--- src/rtl/l1_miss_queue.sv ---
// In-order miss/write-through/CLF queue between L1 and L2; one L2 request outstanding at a time.
// Optional per-type L2 request counters when L1_MISS_QUEUE_STATS_EN is defined.
module l1_miss_queue #(
  parameter int DEPTH    = 4,
  parameter int ADDR_W   = 64,
  parameter int LINE_OFF = 6
) (
  input  logic                       clk,
  input  logic                       reset,
  input  logic                       in_valid,
  output logic                       in_ready,
  input  logic                       in_we,
  input  logic                       in_clf,
  input  logic [ADDR_W-1:0]          in_addr,
  input  logic [63:0]                in_wdata,
  input  logic [2:0]                 in_size,
  output logic                       l2_req_valid,
  input  logic                       l2_req_ready,
  output logic                       l2_we,
  output logic                       l2_clf,
  output logic [ADDR_W-1:0]          l2_addr,
  output logic [63:0]                l2_wdata,
  output logic [2:0]                 l2_size,
  input  logic                       l2_fill_valid,
  input  logic [127:0]               l2_fill_data,
  output logic                       fill_valid,
  input  logic                       fill_ready,
  output logic [ADDR_W-1:0]          fill_addr,
  output logic [127:0]               fill_data,
  output logic [$clog2(DEPTH):0]     count,
  output logic                       err_unexp_fill
`ifdef L1_MISS_QUEUE_STATS_EN
  ,
  output logic [31:0]                stat_reads,
  output logic [31:0]                stat_writes,
  output logic [31:0]                stat_clfs
`endif
);

  localparam int PW = $clog2(DEPTH);
  localparam int CW = PW + 1;
  localparam logic [CW-1:0] FULL = CW'(DEPTH);
  localparam logic [ADDR_W-1:0] LINE_MASK = ~((ADDR_W'(1) << LINE_OFF) - ADDR_W'(1));

  typedef enum logic [1:0] {S_IDLE, S_ISSUE, S_WAIT_FILL, S_RETURN} state_t;

  state_t            state;
  logic [PW-1:0]     wr_ptr, rd_ptr;
  logic [ADDR_W-1:0] q_addr  [DEPTH];
  logic [63:0]       q_wdata [DEPTH];
  logic [2:0]        q_size  [DEPTH];
  logic              q_we    [DEPTH];
  logic              q_clf   [DEPTH];
  logic              push, pop;

  assign in_ready = (count != FULL);
  assign push     = in_valid && in_ready;
  // l2_we/l2_clf mirror the head entry while in ISSUE, so they decide the pop
  assign pop = ((state == S_ISSUE) && l2_req_ready && (l2_we || l2_clf)) ||
               ((state == S_RETURN) && fill_ready);

  always_ff @(posedge clk) begin
    if (push) begin
      q_addr[wr_ptr]  <= (in_clf || !in_we) ? (in_addr & LINE_MASK) : in_addr;
      q_wdata[wr_ptr] <= in_wdata;
      q_size[wr_ptr]  <= (in_size > 3'd3) ? 3'd3 : in_size;
      q_we[wr_ptr]    <= in_we && !in_clf;
      q_clf[wr_ptr]   <= in_clf;
    end
  end

  always_ff @(posedge clk or posedge reset) begin
    if (reset) begin
      state          <= S_IDLE;
      wr_ptr         <= '0;
      rd_ptr         <= '0;
      count          <= '0;
      l2_req_valid   <= 1'b0;
      l2_we          <= 1'b0;
      l2_clf         <= 1'b0;
      l2_addr        <= '0;
      l2_wdata       <= '0;
      l2_size        <= '0;
      fill_valid     <= 1'b0;
      fill_addr      <= '0;
      fill_data      <= '0;
      err_unexp_fill <= 1'b0;
`ifdef L1_MISS_QUEUE_STATS_EN
      stat_reads     <= '0;
      stat_writes    <= '0;
      stat_clfs      <= '0;
`endif
    end else begin
      if (push) wr_ptr <= wr_ptr + PW'(1);
      if (pop)  rd_ptr <= rd_ptr + PW'(1);
      if (push && !pop)      count <= count + CW'(1);
      else if (pop && !push) count <= count - CW'(1);

      if (l2_fill_valid && (state != S_WAIT_FILL)) err_unexp_fill <= 1'b1;

      case (state)
        S_IDLE: begin
          if (count != '0) begin
            state        <= S_ISSUE;
            l2_req_valid <= 1'b1;
            l2_addr      <= q_addr[rd_ptr];
            l2_wdata     <= q_wdata[rd_ptr];
            l2_size      <= q_size[rd_ptr];
            l2_we        <= q_we[rd_ptr];
            l2_clf       <= q_clf[rd_ptr];
          end
        end
        S_ISSUE: begin
          if (l2_req_ready) begin
            l2_req_valid <= 1'b0;
            state        <= (l2_we || l2_clf) ? S_IDLE : S_WAIT_FILL;
`ifdef L1_MISS_QUEUE_STATS_EN
            if (l2_clf) begin
              if (stat_clfs != '1) stat_clfs <= stat_clfs + 32'd1;
            end else if (l2_we) begin
              if (stat_writes != '1) stat_writes <= stat_writes + 32'd1;
            end else begin
              if (stat_reads != '1) stat_reads <= stat_reads + 32'd1;
            end
`endif
          end
        end
        S_WAIT_FILL: begin
          if (l2_fill_valid) begin
            fill_data  <= l2_fill_data;
            fill_addr  <= q_addr[rd_ptr];
            fill_valid <= 1'b1;
            state      <= S_RETURN;
          end
        end
        S_RETURN: begin
          if (fill_ready) begin
            fill_valid <= 1'b0;
            state      <= S_IDLE;
          end
        end
      endcase
    end
  end

endmodule

--- config.mk ---
export PLATFORM = sky130hd
export DESIGN_NAME = l1_miss_queue
export DESIGN_NICKNAME = d
export VERILOG_FILES = /design/src/rtl/l1_miss_queue.sv
export SDC_FILE = /design/constraint.sdc
export NUM_CORES = 1
export LEC_CHECK = 0
export CORE_MARGIN = 4
export CORE_UTILIZATION = 30
export DETAILED_ROUTE_END_ITERATION = 8
export GPL_TIMING_DRIVEN = 0
export MAX_ROUTING_LAYER = met4
export SLEW_MARGIN = 25
export SYNTH_ARGS = -nofsm -noshare
export SYNTH_HDL_FRONTEND = slang
export SYNTH_SLANG_ARGS = --single-unit
--- constraint.sdc ---
create_clock -name clk -period 14.3 [get_ports clk]
set_input_delay 2.145 -clock clk [delete_from_list [all_inputs] [get_ports clk]]
set_output_delay 2.145 -clock clk [all_outputs]
set_load 0.005 [all_outputs]
After elaboration in Yosys (flattened, before gate mapping). Memory sizes are Yosys's and may differ from the RTL's. A register that Yosys moved wholly into a read port is not among the register bits. Cells that the tools add are included.

Add/sub/neg operators: 4. $lt $le $gt $ge: 1. Equality and inequality tests: 9. Muxes and demuxes: 18. Reduce and logical (&&, ||, !) cells: 25.

Operator list (count): $mux W2 (5); $ne A2 B2 Y1 const B (5); $mux W3 (3); $logic_and A1 B1 Y1 (8); $pmux W2 S4 (1); $mux W1 (6); $mux W6 (1); $reduce_and A3 Y1 (2); $reduce_bool A2 Y1 (3); $add A2 B1 Y2 const B (2); $eq A2 B2 Y1 const B (2); $logic_not A1 Y1 (4); $pmux W1 S2 (2); $reduce_and A2 Y1 (2); $reduce_and A4 Y1 (1); $add A3 B1 Y3 const B (1); $gt A3 B2 Y1 const B (1); $logic_or A1 B1 Y1 (3); $ne A3 B3 Y1 const B (1); $reduce_bool A3 Y1 (1); $sub A3 B1 Y3 const B (1); $eq A2 B1 Y1 const B (1); $logic_not A2 Y1 (1).

Register bits after elaboration: 268. Memory bits (writable): 532. Word-level logic and storage cells: 72. Memories kept: 5.

Memory list: q_addr (words 4, bits a word 64, read ports 1, clocked after Yosys merged registers in 0, write ports 1, RTL line 49) `logic [ADDR_W-1:0] q_addr [DEPTH];`; q_wdata (words 4, bits a word 64, read ports 1, clocked after Yosys merged registers in 1, write ports 1, RTL line 50) `logic [63:0] q_wdata [DEPTH];`; q_size (words 4, bits a word 3, read ports 1, clocked after Yosys merged registers in 1, write ports 1, RTL line 51) `logic [2:0] q_size [DEPTH];`; q_clf (words 4, bits a word 1, read ports 1, clocked after Yosys merged registers in 1, write ports 1, RTL line 53) `logic q_clf [DEPTH];`; q_we (words 4, bits a word 1, read ports 1, clocked after Yosys merged registers in 1, write ports 1, RTL line 52) `logic q_we [DEPTH];`.

Depth between registers and ports, before layout. Gate-level depths: netlist (run 1).

Depth in word-level cells: 7. Depth in mapped cells: 10. Gate-level depth less buffers: 9.

Worst setup path before layout (run 1). Ideal clock, no wire load.

Kind: input port to flip-flop. From: input in_valid. To: memory q_addr[0][0] (enable). Library setup time: 0.509 ns. Arrival time: 5.239 ns. Required time: 13.791 ns. Path slack: 8.552 ns. Stages: 1. Path through: and3_1.

Cells in the longest elaborated chain, start to end: 3.

RTL lines: start: declaration (RTL line 10) `input logic in_valid,`; $logic_and A1 B1 Y1 (RTL line 57) `assign push = in_valid && in_ready;`; $mux W1 (RTL line 63) `if (push) begin`; $mux W1 (RTL line 64) `q_addr[wr_ptr] <= (in_clf || !in_we) ? (in_addr & LINE_MASK) : in_addr;`; end: declaration (RTL line 49).

Every way passes these cells.

Final worst setup path (run 1).
From: register count[1]. To: output in_ready.

Cells in the longest elaborated chain, start to end: 1.

RTL lines: start: declaration (RTL line 30) `output logic [$clog2(DEPTH):0] count,`; start signal: assignment (RTL line 96) `if (push && !pop) count <= count + CW'(1);`; start signal: assignment (RTL line 97) `else if (pop && !push) count <= count - CW'(1);`; $ne A3 B3 Y1 (RTL line 56) `assign in_ready = (count != FULL);`; end: declaration (RTL line 11) `output logic in_ready,`.

Every way passes these cells.

==> results.md, run 1 <==
* Outcome: complete, no violations
* Core area at 105000 um2
* Hold Fails Final Rpt at 0
* Wire length per cell at 22.3 um
* Vias after detailed routing at 16400
* Routability Congestion at 0.846
* Post-DR vias/cell at 4.50
* Cts hold-fix bufs at 0
* ANT nets after route at 0
* Max cap viols at 0
* CP Capture Type: primary output
* Largest net degree at the start of global routing at 91
* DPL Wire Length at 56200 um
* Worst-path clk slew at 0.06 ns
* Num rows at 119
* Top Ports at 599
* Power per cell area at 221 nW/um2
* Worst setup SP type: register
* Required @ worst endpoint at 12.15 ns
* Flop and latch count out of synthesis at 869
* Pre-Repair DR Iteration Count at 6
* Worst VDD drop at 0.114 mV
* Drt drc at 0
* Post-synthesis sequential area ratio at 76.6%
* CP Max Fanout at 6
* Post-Route WL at 81200 um
* Avg Cell Area, Syn at 21.9 um2
* Final core utilization at 40.8%
* Main combinational cell family by area after synthesis: multiplexers
* Port Buffer Count at 598
* Htree depth at 3
* Final Skew at 0.0157 ns
* Adder-Cell Fraction of Synth Area at 0.259%
* Initial DRC count at 751
* First-pass GRT wire length at 119000 um
* Simple-gate share of the synthesized area at 0.546%
* Pleak at 15.5 nW
* Min-delay worst type: reg2reg
* Die Footprint at 111000 um2
* Cell Area, Synth at 31900 um2
* Die height at 334 um
* Worst Path Arrival at 2.04 ns
* Commonest non-fill, non-tap cells in the layout: clkdlybuf4s50_1, edfxtp_1, dfrtp_1
* Clk sinks at 869
* Met2 usage at 25.3%
* GR Overflow Total at 0
* Peak Freq at 239 MHz
* Synth unique cells at 30
* Root Buffer: clkbuf_16
* Setup TNS at 0 ns
* Num CTS Buffers at 93
* Layout cells sized above 1 at 30.5%
* Vias in the first global route at 18300
* Fillcell total at 9382
* M1 GR Usage at 16.7%
* RSZ-0062 raised after global routing: no
* Worst slew pin tran at 0.863 ns
* Tcrit/Tclk final at 29.3%
* Postcts setup bufs at 0
* Setup-failing EPs final at 0
* Post-route insts no fill at 3642
* Initial core utilization at 30.2%
* Commonest non-fill, non-tap cell in the layout: clkdlybuf4s50_1
* Fin nets at 2438
* Post-synthesis xor/xnor area fraction at 0.165%
* PostCTS Resize Cnt at 0
* CTS tree: built
* Max-slew violation count at 0
* Fin crit period at 4.18 ns
* Worst skew pair latency at 0.66 ns
* Gr usage total at 14.8%
* Relative slew slack at 42.4%
* Gr busiest metal: met2
* Die W at 334 um
* Initial antenna violation count at 9
* Placed cell count at 3461
* Compound-Gate Fraction of Synth Area at 0.165%
* Layout overhead on the synthesized area at 35.1%
* Mux contribution to synthesized area at 21.0%
* Kind of critical path: reg2out
* YS warnings at 0
* Met3 usage at 4.49%
* Syn Inst Count at 1454
* Worst-case clock buffer depth at 3
[registers in the layout, indices dropped and copies added (netlist names), named ones only]
signal	flops
l2_wdata	64
l2_size	3
q_we	4
q_clf	4
err_unexp_fill	1
l2_req_valid	1
fill_valid	1
state	1
q_addr	256
l2_clf	1
count	3
l2_addr	64
wr_ptr	2
fill_data	128
q_size	12
l2_we	1
q_wdata	256
fill_addr	64
rd_ptr	2
[area by class of cell]
class / instances / area [um2] / share of cell area [%]
clock inverter: 32 / 278 / 0.645
tap: 1391 / 1740 / 4.04
sequential: 869 / 24400 / 56.7
antenna: 6 / 15.0 / 0.0349
buffer: 67 / 387 / 0.898
inverter: 4 / 22.5 / 0.0523
timing repair buffer: 613 / 6390 / 14.8
clock buffer: 143 / 2730 / 6.34
multi-input combinational: 517 / 7090 / 16.5
[routing by layer]
| metal | vias up | routed length (um) |
|---|---|---|
| met1 | 8558 | 31600 |
| li1 | 7185 | - |
| met5 | - | 0 |
| met3 | 139 | 5720 |
| met2 | 513 | 41600 |
| met4 | 0 | 2340 |
[path summary, 6_finish.rpt]
kind                                             from                          to  slack [ns]  depth (start not counted)
setup / recovery                 count[1]$_DFFE_PP0P_                    in_ready       10.12                          3
hold reg to reg            err_unexp_fill$_DFFE_PP0P_  err_unexp_fill$_DFFE_PP0P_        0.49                          1
max in group asynchronous                       reset    l2_wdata[48]$_DFFE_PP0P_       10.90                          4
setup reg to reg                 count[1]$_DFFE_PP0P_      l2_addr[4]$_DFFE_PP0P_       11.56                          5
min in group asynchronous                       reset   fill_data[17]$_DFFE_PP0P_        2.00                          2
hold / removal             err_unexp_fill$_DFFE_PP0P_  err_unexp_fill$_DFFE_PP0P_        0.49                          1
[cell usage after synthesis (all sizes together)]
| master | instances | area, um2 |
|---|---|---|
| a21o | 1 | 7.51 |
| a21oi | 2 | 10.0 |
| a31oi | 2 | 12.5 |
| and2 | 7 | 43.8 |
| and3 | 4 | 25.0 |
| buf | 57 | 347 |
| clkbuf | 10 | 37.5 |
| conb | 1 | 3.75 |
| dfrtp | 337 | 8430 |
| edfxtp | 532 | 16000 |
| fa | 1 | 20.0 |
| ha | 5 | 62.6 |
| inv | 4 | 15.0 |
| mux2 | 328 | 3690 |
| mux4 | 133 | 3000 |
| nand2 | 6 | 22.5 |
| nand2b | 2 | 12.5 |
| nand3 | 1 | 5.00 |
| nand3b | 1 | 7.51 |
| nor2 | 5 | 18.8 |
| nor2b | 1 | 6.26 |
| nor3 | 2 | 20.0 |
| o211ai | 1 | 7.51 |
| o21ai | 3 | 15.0 |
| or2 | 2 | 12.5 |
| xnor2 | 4 | 35.0 |
| xor2 | 2 | 17.5 |
[logic make-up (layout without fill, tap and decap cells)]
| group | Yosys count | in the layout |
|---|---|---|
| and+or+nand+nor | 31 | 31 |
| muxes | 461 | 461 |
| DFF | 869 | 869 |
| AOI/OAI and AO/OA | 9 | 9 |
| other | 1 | 10 |
| adders and majority gates | 6 | 6 |
| xor gates and xnor gates | 6 | 6 |
| buffers and inverters | 71 | 859 |
[worst max-delay path, stage by stage, from the launching register on]
cell,delay [ns]
dfrtp_1,0.49
nor2_1,0.09
nand2_1,0.24
clkdlybuf4s50_1,0.57
[metrics by stage]
step / setup WS [ns] / area (um2) / power (mW) / hold WS [ns]
6_report: 10.12 / 43100 / 9.51 / 0.490
5_1_grt: 9.97 / 43100 / 10.0 / 0.511
4_1_cts: 10.06 / 43000 / 9.72 / 0.490
3_5_place_dp: 9.54 / 40000 / 7.32 / 0.467
3_3_place_gp: -2.08 / 39600 / 7.25 / 0.470
2_1_floorplan: 2.82 / 31900 / 5.50 / 0.451
[power by group]
part	total, mW	switching (mW)	internal, mW
logic	3.32	1.37	1.95
clock network	2.34	0.967	1.37
registers	3.85	0.339	3.51
Note: power is estimated with default switching activity, not from simulation.
==> run 2, diff against run 1 <==
==> constraint.sdc (replaced) <==
create_clock -name clk -period 4.1 [get_ports clk]
set_input_delay 0.615 -clock clk [delete_from_list [all_inputs] [get_ports clk]]
set_output_delay 0.615 -clock clk [all_outputs]
set_load 0.005 [all_outputs]
==> run 2 against run 1 <==
Net effect: sequential power increased to 3.5 times the previous value; global-route usage increased by 0.23 points; largest power group unchanged; clock power increased to 3.6 times the previous value; sequential share of layout area decreased by 0.40 points; power increased to 3.5 times the previous value; hold slack got worse by 0.15 ns.
==> results.md, run 2 (synthesis gave the netlist of run 1 again) <==
* Outcome: complete, no violations
* Post-DR vias/cell at 4.53 (+0.59%)
* CP Max Fanout at 10 (+4)
* GR Overflow Total at 0 (unchanged)
* Worst R2R Path Depth at 5 (unchanged)
* Commonest non-fill, non-tap cell in the layout: clkdlybuf4s50_1
* Drt drc at 0 (unchanged)
* Gr usage total at 15.0% (+0.23 points)
* Top Metal Used: met4
* Fillcell total at 9298 (-0.90%)
* Setup-failing EPs final at 0 (unchanged)
* Max cap viols at 0 (unchanged)
* Num CTS Buffers at 96 (+3.2%)
* Pint at 24.0 mW (+250%)
* Met2 routed wirelength at 41500 um (-0.15%)
* Worst VDD drop at 0.364 mV (+220%)
* Fin nets at 2450 (+0.49%)
* Crit path buf inv count at 2 (+1)
* Largest net degree at the start of global routing at 41 (-55%)
* ANT nets after route at 0 (unchanged)
* Port Buffer Count at 598 (unchanged)
* Root Buffer: clkbuf_16
* Hold Fails Final Rpt at 0 (unchanged)
* Layout cells sized above 1 at 30.9% (+0.46 points)
* Clk sinks at 869 (unchanged)
* Dpl cell area at 40200 um2 (+0.42%)
* Power per cell area at 772 nW/um2 (+250%)
* Post-Route WL at 81900 um (+0.83%)
* Final Skew at 0.0288 ns (+0.0131 ns)
* Slowest cell delay on critical path at 0.61 ns (+0.04 ns)
* Worst-path clk slew at 0.06 ns (about the same)
* Die height at 334 um (unchanged)
* Worst skew pair latency at 0.66 ns (about the same)
* Commonest non-fill, non-tap cells in the layout: clkdlybuf4s50_1, edfxtp_1, dfrtp_1
* Crit path max-delay family: buffers and inverters
* Setup TNS at 0 ns (unchanged)
* Die Footprint at 111000 um2 (unchanged)
* Routability Congestion at 0.837 (-1.1%)
* Reg2Reg Capture Point: l2_addr[0]$_DFFE_PP0P_
* Final Cell Area at 43400 um2 (+0.71%)
* Switching share of total power at 28.3% (+0.11 points)
* Hold_ws at 0.340 ns (-0.150 ns)
* Top Ports at 599 (unchanged)
* Initial antenna violation count at 13 (+4)
* CP Capture Type: register
* Worst setup SP type: register
* CTS tree: built
* Num rows at 119 (unchanged)
* Power share of the clock group at 25.1% (+0.5 points)
* Psw at 9.47 mW (+250%)
* Worst-case clock buffer depth at 3 (unchanged)
* First-pass GRT wire length at 121000 um (+0.94%)
* Peak Freq at 365 MHz
* RSZ-0062 raised after global routing: no
* Core area at 105000 um2 (unchanged)
* Htree depth at 3 (unchanged)
* PnR Total Power at 33.5 mW (+250%)
* Postcts setup bufs at 0 (unchanged)
* Met1 Wirelength at 32200 um (+2.0%)
* Comb power frac at 34.8% (about the same)
* Worst slew pin tran at 0.913 ns (+0.0491 ns)
* Kind of critical path: reg2reg
* Placed cell count at 3470 (+0.26%)
* Vias after detailed routing at 16600 (+1.2%)
* Fin crit period at 2.74 ns
* Initial core utilization at 30.2% (unchanged)
* Worst Path Arrival at 3.27 ns (+1.23 ns)
* PostCTS Resize Cnt at 0 (unchanged)
* Initial DRC count at 653 (-13%)
* DPL Wire Length at 57800 um (+2.7%)
* Wire length per cell at 22.4 um (+0.26%)
* Reg-to-Reg Start: count[0]$_DFFE_PP0P_
* Die W at 334 um (unchanged)
* R2R Setup Slk at 1.36 ns (-10.20 ns)
* Relative slew slack at 39.2% (-3.3 points)
* Max-slew violation count at 0 (unchanged)
* Pleak at 15.6 nW (+0.83%)
* Pre-Repair DR Iteration Count at 5 (-1)
* Post-route insts no fill at 3663 (+0.58%)
* Tcrit/Tclk final at 66.8%
* Chain of cells forming the critical path: nor3_2 -> nor3_4 -> buf_2 -> buf_4 -> mux2_2
* Regs by FF count: q_addr (256), q_wdata (256), fill_data (128)
* Cts hold-fix bufs at 0 (unchanged)
* Vias in the first global route at 18200 (-0.86%)
* Crit path max-delay cell type: buf_2
* Required @ worst endpoint at 4.63 ns (-7.52 ns)
* Sequential group share of total power at 40.1% (-0.4 points)
* Layout overhead on the synthesized area at 36.1%
* DR WL met3 at 6200 um (+8.3%)
* Min-delay worst type: in2async
[run 2: changes by cell type in the layout (fill, tap and decap cells not counted), sizes merged]
cell | previous run | this run
diode | 6 | 12
clkinv | 21 | 30
inv | 11 | 10
clkbuf | 153 | 147
clkinvlp | 1 | 3
buf | 72 | 81
bufinv | 3 | 5
[run 2: per-stage QoR]
stage                     utilization [%]  setup slack, ns
after floorplan                         -            -1.02
after global placement               37.6            -3.76
after detailed placement             38.1            0.769
after CTS                            41.1             1.20
after global routing                 41.1             1.20
final                                41.1             1.36
[run 2: area by class of cell]
class	count	area [um2]	area share [%]
antenna	12	30.0	0.0692
buffer	67	387	0.892
clock buffer	137	2720	6.27
clock inverter	44	414	0.955
inverter	4	18.8	0.0433
multi-input combinational	517	7090	16.4
sequential	869	24400	56.3
tap	1391	1740	4.01
timing repair buffer	622	6560	15.1
[run 2: worst max-delay path by stage]
stage	startpoint	endpoint	slack [ns]	cells past startpoint
final	count[0]$_DFFE_PP0P_	l2_addr[0]$_DFFE_PP0P_	1.36	5
after global routing	count[0]$_DFFE_PP0P_	l2_addr[2]$_DFFE_PP0P_	1.20	5
after CTS	count[0]$_DFFE_PP0P_	l2_addr[0]$_DFFE_PP0P_	1.20	5
after detailed placement	l2_fill_valid	fill_addr[4]$_DFFE_PP0P_	0.77	5
after global placement	reset	l2_wdata[29]$_DFFE_PP0P_	-3.76	2
after floorplan	reset	asynchronous set/reset pin	-1.02	1
[run 2: per-layer routing]
metal | GRT usage (%) | vias to the layer above
met2 | 25.3 | 554
met3 | 4.83 | 120
met4 | 4.27 | 0
met5 | - | -
li1 | - | 7233
met1 | 17.2 | 8680
[run 2: worst reg2reg max path: stages, from the launching register on]
cell	delay (ns)
dfrtp_1	0.53
nor3_2	0.13
nor3_4	0.51
buf_2	0.61
buf_4	0.43
mux2_2	0.40
[run 2: power groups by stage]
stage               combinational [mW]  sequential, mW  clock (mW)
CTS                               12.0            13.5        8.70
finish                            11.6            13.4        8.40
detailed placement                12.0            13.6           0
global route                      12.6            13.7        9.09
global placement                  11.5            13.7           0
floorplan                         5.54            13.5           0
